## src/rtl/fp16_pkg.sv

```systemverilog
// Shared fp16 constants and controller state encoding for the inverse-sqrt
// Newton-Raphson sequencer.
package fp16_pkg;

    localparam logic [15:0] FP16_ONE_HALF      = 16'h3800;
    localparam logic [15:0] FP16_THREE_HALVES  = 16'h3E00;
    localparam logic [15:0] FP16_INVSQRT_MAGIC = 16'h5A00;
    localparam logic [15:0] FP16_QNAN          = 16'h7E00;
    localparam logic [15:0] FP16_POS_INF       = 16'h7C00;

    typedef enum logic [2:0] {
        S_IDLE,
        S_XHALF,
        S_SQ,
        S_TERM,
        S_SUB,
        S_UPD,
        S_DONE
    } state_t;

endpackage

```

## src/rtl/fp16_classify.sv

```systemverilog
// Combinational fp16 operand classifier: zero, infinity, NaN and sign flags.
module fp16_classify (
    input  logic [15:0] value,
    output logic        is_zero,
    output logic        is_inf,
    output logic        is_nan,
    output logic        sign
);

    logic exp_ones;
    logic man_zero;

    assign exp_ones = &value[14:10];
    assign man_zero = (value[9:0] == 10'h000);
    assign is_zero  = (value[14:0] == 15'h0000);
    assign is_inf   = exp_ones && man_zero;
    assign is_nan   = exp_ones && !man_zero;
    assign sign     = value[15];

endmodule

```

## src/rtl/fp16_invsqrt_nr_ctrl.sv

```systemverilog
// fp16 1/sqrt(x) sequencer driving a shared external multiplier and adder.
// Optional perf counters: define FP16_INVSQRT_NR_CTRL_PERF_EN.
module fp16_invsqrt_nr_ctrl
    import fp16_pkg::*;
#(
    parameter int unsigned NR_ITERS = 1
) (
    input  logic        clk,
    input  logic        rst_n,
    input  logic        in_valid,
    output logic        in_ready,
    input  logic [15:0] in_data,
    output logic        out_valid,
    input  logic        out_ready,
    output logic [15:0] out_data,
`ifdef FP16_INVSQRT_NR_CTRL_PERF_EN
    output logic [15:0] perf_ops,
    output logic [15:0] perf_special,
`endif
    output logic [15:0] mul_a,
    output logic [15:0] mul_b,
    input  logic [15:0] mul_res,
    output logic [15:0] add_a,
    output logic [15:0] add_b,
    input  logic [15:0] add_res,
    output logic        busy
);

    if (NR_ITERS < 1 || NR_ITERS > 3) begin : g_bad_iters
        $error("fp16_invsqrt_nr_ctrl: NR_ITERS must be in 1..3");
    end

    localparam logic [1:0] LAST_ITER = 2'(NR_ITERS - 1);

    state_t      state, state_n;
    logic [15:0] x_r, xh_r, y_r, t_r, out_r;
    logic [1:0]  iter_r;
    logic        is_zero, is_inf, is_nan, sign;
    logic        special;
    logic [15:0] special_val;
    logic        accept;
    logic        last_iter;

    fp16_classify u_classify (
        .value   (in_data),
        .is_zero (is_zero),
        .is_inf  (is_inf),
        .is_nan  (is_nan),
        .sign    (sign)
    );

    // Negative nonzero (including -inf) is invalid; -0 is treated like +0.
    always_comb begin
        special     = 1'b1;
        special_val = '0;
        if (is_nan || (sign && !is_zero)) special_val = FP16_QNAN;
        else if (is_inf)                  special_val = '0;
        else if (is_zero)                 special_val = FP16_POS_INF;
        else                              special     = 1'b0;
    end

    assign in_ready  = (state == S_IDLE);
    assign busy      = (state != S_IDLE);
    assign out_valid = (state == S_DONE);
    assign out_data  = out_r;
    assign accept    = in_valid && in_ready;
    assign last_iter = (iter_r == LAST_ITER);

    always_ff @(posedge clk or negedge rst_n) begin
        if (!rst_n) state <= S_IDLE;
        else        state <= state_n;
    end

    always_comb begin
        state_n = state;
        mul_a   = '0;
        mul_b   = '0;
        add_a   = '0;
        add_b   = '0;
        case (state)
            S_IDLE:  if (accept) state_n = special ? S_DONE : S_XHALF;
            S_XHALF: begin
                mul_a   = x_r;
                mul_b   = FP16_ONE_HALF;
                state_n = S_SQ;
            end
            S_SQ: begin
                mul_a   = y_r;
                mul_b   = y_r;
                state_n = S_TERM;
            end
            S_TERM: begin
                mul_a   = xh_r;
                mul_b   = t_r;
                state_n = S_SUB;
            end
            S_SUB: begin
                add_a   = FP16_THREE_HALVES;
                add_b   = {~t_r[15], t_r[14:0]};
                state_n = S_UPD;
            end
            S_UPD: begin
                mul_a   = y_r;
                mul_b   = t_r;
                state_n = last_iter ? S_DONE : S_SQ;
            end
            S_DONE:  if (out_ready) state_n = S_IDLE;
            default: state_n = S_IDLE;
        endcase
    end

    always_ff @(posedge clk or negedge rst_n) begin
        if (!rst_n) begin
            x_r    <= '0;
            xh_r   <= '0;
            y_r    <= '0;
            t_r    <= '0;
            out_r  <= '0;
            iter_r <= '0;
        end else begin
            case (state)
                S_IDLE: if (accept) begin
                    x_r    <= in_data;
                    iter_r <= '0;
                    if (special) out_r <= special_val;
                    else         y_r   <= FP16_INVSQRT_MAGIC - {1'b0, in_data[15:1]};
                end
                S_XHALF: xh_r <= mul_res;
                S_SQ:    t_r  <= mul_res;
                S_TERM:  t_r  <= mul_res;
                S_SUB:   t_r  <= add_res;
                S_UPD: begin
                    y_r <= mul_res;
                    if (last_iter) out_r  <= mul_res;
                    else           iter_r <= iter_r + 2'd1;
                end
                default: ;
            endcase
        end
    end

`ifdef FP16_INVSQRT_NR_CTRL_PERF_EN
    logic special_r;

    always_ff @(posedge clk or negedge rst_n) begin
        if (!rst_n) begin
            special_r    <= 1'b0;
            perf_ops     <= '0;
            perf_special <= '0;
        end else begin
            if (accept) special_r <= special;
            if (out_valid && out_ready) begin
                if (special_r) begin
                    if (perf_special != 16'hFFFF) perf_special <= perf_special + 16'd1;
                end else begin
                    if (perf_ops != 16'hFFFF) perf_ops <= perf_ops + 16'd1;
                end
            end
        end
    end
`endif

endmodule

```

## config.mk

```make
export PLATFORM = sky130hd
export DESIGN_NAME = fp16_invsqrt_nr_ctrl
export DESIGN_NICKNAME = d
export VERILOG_FILES = /design/src/rtl/fp16_pkg.sv /design/src/rtl/fp16_classify.sv /design/src/rtl/fp16_invsqrt_nr_ctrl.sv
export SDC_FILE = /design/constraint.sdc
export NUM_CORES = 1
export LEC_CHECK = 0
export ABC_AREA = 1
export BUFFER_PORTS_ARGS = -buffer_cell sky130_fd_sc_hd__buf_2
export CORE_MARGIN = 2
export CORE_UTILIZATION = 35
export CTS_CLUSTER_SIZE = 30
export DETAILED_ROUTE_END_ITERATION = 10
export HOLD_SLACK_MARGIN = 0.06
export PLACE_DENSITY = 0.56
export SLEW_MARGIN = 20
export SYNTH_ARGS = -nofsm -noshare
export SYNTH_HDL_FRONTEND = slang
export SYNTH_SLANG_ARGS = --single-unit
```

## constraint.sdc

```tcl
create_clock -name clk -period 2 [get_ports clk]
set_clock_uncertainty 0.15 [all_clocks]
set_input_delay 0.2 -clock clk [delete_from_list [all_inputs] [get_ports clk]]
set_output_delay 0.2 -clock clk [all_outputs]
set_load 0.005 [all_outputs]
```

Yosys cells after proc, flatten, opt, wreduce, memory -nomap -nowiden
Cells that the tools add are included.
{ "totals": {"ff_bits": 85, "input_bits": 52, "wordCells": 71} }
{ "classes": {"addsub": 2, "eq_ne": 12, "n_mux": 26, "bitwise": 1, "reduce_logical": 23} }
{ "op_table": {"columns": ["cell", "count"], "rows": [
  ["two-way mux 16 bit", 7],
  ["case mux 16 bit (2 select lines)", 3],
  ["case mux 16 bit (3 select lines)", 2],
  ["two-way mux 15 bit", 2],
  ["case mux 3 bit (7 select lines)", 1],
  ["subtractor 15 x 15 -> 16 bit (first input constant)", 1],
  ["zero test 15 bit", 1],
  ["two-way mux 14 bit", 1],
  ["two-way mux 3 bit", 4],
  ["zero test 10 bit", 1],
  ["equality test 3 bit (second input constant)", 3],
  ["equality test 3 x 2 -> 1 bit (second input constant)", 2],
  ["!= test 2 x 1 -> 1 bit (second input constant)", 3],
  ["!= test 2 bit (second input constant)", 3],
  ["AND reduction 3 bit", 2],
  ["OR reduction 2 bit", 3],
  ["AND reduction 5 bit", 1],
  ["logical AND 1 bit", 4],
  ["two-way mux 2 bit", 2],
  ["case mux 2 bit (2 select lines)", 1],
  ["AND reduction 2 bit", 2],
  ["AND reduction 4 bit", 1],
  ["nonzero test 2 bit", 2],
  ["equality test 3 x 1 -> 1 bit (second input constant)", 1],
  ["other kinds (8)", 11]
]} }

Logic depth before layout (Yosys ltp)
{ "logic_depth": {"word_depth": 8, "depth_mapped": 12, "mapped_depth_nobuf": 11} }

Hierarchy
Synthesis repeated with hierarchy kept, for this count alone.
{ "hier_totals": {"cells_unflattened": 634, "area_unflattened_um2": 4699.5} }
{ "by_module_without_submodules": {"columns": ["module", "n_inst", "cells_per_inst", "area_each_um2", "seq_area_each_um2"], "rows": [
  ["fp16_invsqrt_nr_ctrl", 1, 611, 4604.4, 2127.0],
  ["fp16_classify", 1, 23, 95.1, 0.0]
]} }

Least setup slack after synthesis
OpenSTA, ideal clock, no wires.
{ "synth_timing": {"path_type": "register to output", "from": "register state[1]", "to": "output port add_a[10]", "arrival_ps": 1296, "required_time_ps": 1650, "path_slack_ps": 354, "stages_incl_launch_ff": 6, "path_cell_list": "dfrtp_1 > nor2_1 > nand2_1 > clkinv_1 > clkbuf_1 > buf_4"} }
{ "synth_via": {"elab_chain_len": 2} }
{ "synth_rtl": {"columns": ["element", "line", "source"], "rows": [
  ["from (decl)", "fp16_invsqrt_nr_ctrl.sv:35", "state_t state, state_n;"],
  ["from (signal assigned)", "fp16_invsqrt_nr_ctrl.sv:71", "else state <= state_n;"],
  ["equality test 3 bit", "fp16_invsqrt_nr_ctrl.sv:80", "case (state)"],
  ["two-way mux 14 bit", "fp16_invsqrt_nr_ctrl.sv:80", null],
  ["to (decl)", "fp16_invsqrt_nr_ctrl.sv:23", "output logic [15:0] add_a,"]
]} }
Every way passes these cells.

Worst setup path after layout
{ "layout_timing": {"from": "register state[0]", "to": "output port mul_b[0]"} }
{ "layout_via": {"elab_chain_len": 3} }
{ "layout_rtl": {"columns": ["element", "line", "source"], "rows": [
  ["equality test 3 bit or equality test 3 x 2 -> 1 bit (tied branches)", "fp16_invsqrt_nr_ctrl.sv:80", null],
  ["OR reduction 2 bit (no source line)", null, null],
  ["case mux 16 bit (3 select lines) (*)", "fp16_invsqrt_nr_ctrl.sv:80", null],
  ["to (decl)", "fp16_invsqrt_nr_ctrl.sv:21", "output logic [15:0] mul_b,"]
]} }
Mark *: on every way between the ends. The rest lies on a longest branch, timed or not.

==> flow_metrics.py <==
metrics = {
    "run_status": {
        "status": "finished, violations left",
        "violations": "setup timing",
    },
    "synth": {
        "yosysSeqAreaShare": 0.443,
        "syn_avg_cell_area_um2": 7.54,
        "post_synth_num_cell_types": 36,
        "synth_cells": 637,
        "ys_ff_latch": 85,
        "async_flop_share": 1.00,
        "ys_warn_count": 0,
        "synth_top_cell_by_area": "dfrtp_1",
        "synth-edff-count": 0,
        "synthTopCellsByArea": "dfrtp_1, nand2_1, inv_1, o21ai_0, nor2_1",
        "ys.flop_type": "dfrtp_1",
        "synth_top_cell_area_share": 0.443,
        "netlist_area_mm2": 0.00480,
    },
    "sta": {
        "rsz0062_at_grt": "true",
        "relSlewSlack": 0.624,
        "holdWs_ns": 0.0677,
        "fin_crit_sh": 1.02,
        "hold_viol": 0,
        "finalWorstSetupSlack_ns": -0.0478,
        "tns_ns": -0.649,
        "worst_slew_pin_slew_ns": 0.564,
        "fin_crit_ns": 2.05,
        "max_freq_ghz": 0.488,
        "maxSlewViolCount": 0,
        "setup_viol": 30,
    },
    "die": {
        "start_util": 0.360,
        "fp.coreArea_mm2": 0.0133,
        "die_y_um": 121,
        "dieArea_mm2": 0.0147,
        "io_pins": 135,
        "num_rows": 42,
        "die_w_um": 121,
    },
    "setup_path": {
        "crit_chain": "buf_4 > nor2_4 > inv_4 > clkbuf_16 > o22ai_2 > buf_2",
        "end_kind": "output pin",
        "crit_arrival_ns": 1.70,
        "cpLargestDelayFamily": "buffers and inverters",
        "path_buf_inv": 4,
        "cp-start-kind": "flop",
        "slowest_delay_ns": 0.44,
        "worstPathMaxFanout": 5,
        "crit_type": "flop to output pin",
        "slowest_stage": "dfrtp_2",
        "worst_ep_required_time_ns": 1.65,
    },
    "place": {
        "placed_cells": 929,
        "portBuffers": 123,
        "gp_congestion": 0.892,
        "place_area_mm2": 0.00565,
        "dp_hpwl_um": 12000,
        "post-place-ws_ns": 0.106,
    },
    "routing": {
        "drt_iter0_markers": 430,
        "dr.pass1.iters": 5,
        "drc": 0,
        "wl_um": 16600,
        "dr_total_vias": 4983,
        "ant_nets": 0,
        "routed_via_density": 4.97,
        "post_drt_wl_per_cell_um": 16.6,
    },
    "cells_and_area": {
        "fin_nets": 876,
        "multi_input_area_mm2": 0.00232,
        "regArea_mm2": 0.00213,
        "mostFrequentLayoutCells": "nand2_1, buf_2, dfrtp_1",
        "final_common_cell": "nand2_1",
        "area_growth_pct": 40.1,
        "drive_gt1_frac": 0.319,
        "nFillCells": 1350,
        "design_area_mm2": 0.00673,
        "fin_cells": 1003,
        "insertedDiodeCount": 0,
    },
    "power": {
        "pwr-share-comb": 0.533,
        "p_clk_frac": 0.162,
        "powerDensity_mw_per_mm2": 1460,
        "switching_share": 0.424,
        "ir_drop_uv": 612,
        "seqPwrFrac": 0.305,
        "p_leak_nw": 3.51,
        "p_int_w": 0.00565,
        "p_sw_w": 0.00416,
    },
    "cts": {
        "cts.sinks": 85,
        "clock_latency_ns": 0.34,
        "clockBufferDepth": 2,
        "cts_tree": "built",
        "ctsHtreeMaxLevel": 3,
        "root_buffer": "clkbuf_16",
        "path_clk_slew_ns": 0.06,
        "cts_buffers": 9,
    },
    "run": {
        "maxCapViolations": 0,
    },
    "global_routing": {
        "grt_max_degree": 43,
        "grt_pass1_vias": 4640,
        "antenna_found_initial": 0,
        "grt_pass1_wl_um": 25400,
        "gr-total-overflow": 0,
        "grt_use_total": 0.226,
    },
    "min_path": {
        "hp-class": "input pin to flop",
    },
}
-- synthesized netlist by cell type, types with 4 or more instances --
| master | instances |
|---|---|
| a21oi_1 | 8 |
| a22oi_1 | 12 |
| buf_2 | 6 |
| buf_4 | 17 |
| buf_6 | 5 |
| clkbuf_1 | 10 |
| dfrtp_1 | 85 |
| inv_1 | 80 |
| inv_2 | 6 |
| nand2_1 | 190 |
| nand2_2 | 4 |
| nand3_1 | 23 |
| nand4_1 | 8 |
| nor2_1 | 55 |
| nor2_2 | 8 |
| o21ai_0 | 53 |
| o21ai_2 | 12 |
| o221ai_1 | 18 |
| o22ai_1 | 10 |
-- per-stage QoR --
stage / power [W] / util
CTS: 0.00932 / 0.485
floorplan: 0.00555 / -
global placement: 0.00715 / 0.423
finish: 0.00981 / 0.504
detailed placement: 0.00724 / 0.423
global route: 0.0106 / 0.504
-- final timing paths --
path                                   from          end  slack (ns)  cells after the start
min in group asynchronous             rst_n       t_r[0]        0.25                      2
worst max register to register     state[0]      x_r[14]        0.02                      8
worst min register to register  out_data[3]  out_data[3]        0.33                      2
worst max-delay path               state[0]     mul_b[0]       -0.05                      6
max in group asynchronous             rst_n       x_r[9]        0.81                      3
worst min-delay path            mul_res[14]     xh_r[14]        0.07                      3
-- cell families after synthesis --
family          share of synthesized area
compound gates                      0.172
fa+ha+maj                         0.00521
buf+inv                             0.126
flops                               0.443
other cells                      0.000781
simple gates                        0.254
-- layout make-up --
class                           instances  share of cell area
Multi-Input combinational cell        434               0.345
Sequential cell                        85               0.316
Timing Repair Buffer                  203               0.213
Inverter                               88              0.0515
Clock buffer                           15              0.0398
Tap cell                              176              0.0327
Timing Repair inverter                  1             0.00112
Clock inverter                          1            0.000743
-- tightest hold or removal path: cells and delay by family --
kind / cells / cell delay [ns]
compound gates: 1 / 0.09
buf+inv: 2 / 0.21
-- flip-flops by register name (all words and copies together) (netlist names) --
name      cells
y_r          16
iter_r        2
xh_r         16
out_data     16
t_r          16
state         3
x_r          16
-- routing by layer --
metal,vias up,share of wire,track usage
met4,0,0.021,0.0726
li1,2403,-,-
met2,202,0.43,0.320
met1,2348,0.48,0.345
met3,30,0.071,0.0409
met5,-,0,0
-- repair_timing --
item	in CTS	in global routing
resized for setup	49	34
setup endpoints to repair	37	93
setup buffers	9	13
hold endpoints to repair	74	0
pin swaps	8	7
hold buffers	33	0
gates cloned	1	2
-- power groups by stage --
stage                     Sequential [W]  Clock (W)  Combinational (W)
after floorplan                  0.00287          0            0.00269
after global placement           0.00293          0            0.00421
after detailed placement         0.00296          0            0.00428
after CTS                        0.00296    0.00160            0.00475
after global routing             0.00307    0.00168            0.00581
final                            0.00299    0.00159            0.00523
Note: power is estimated with default switching activity, not from simulation.
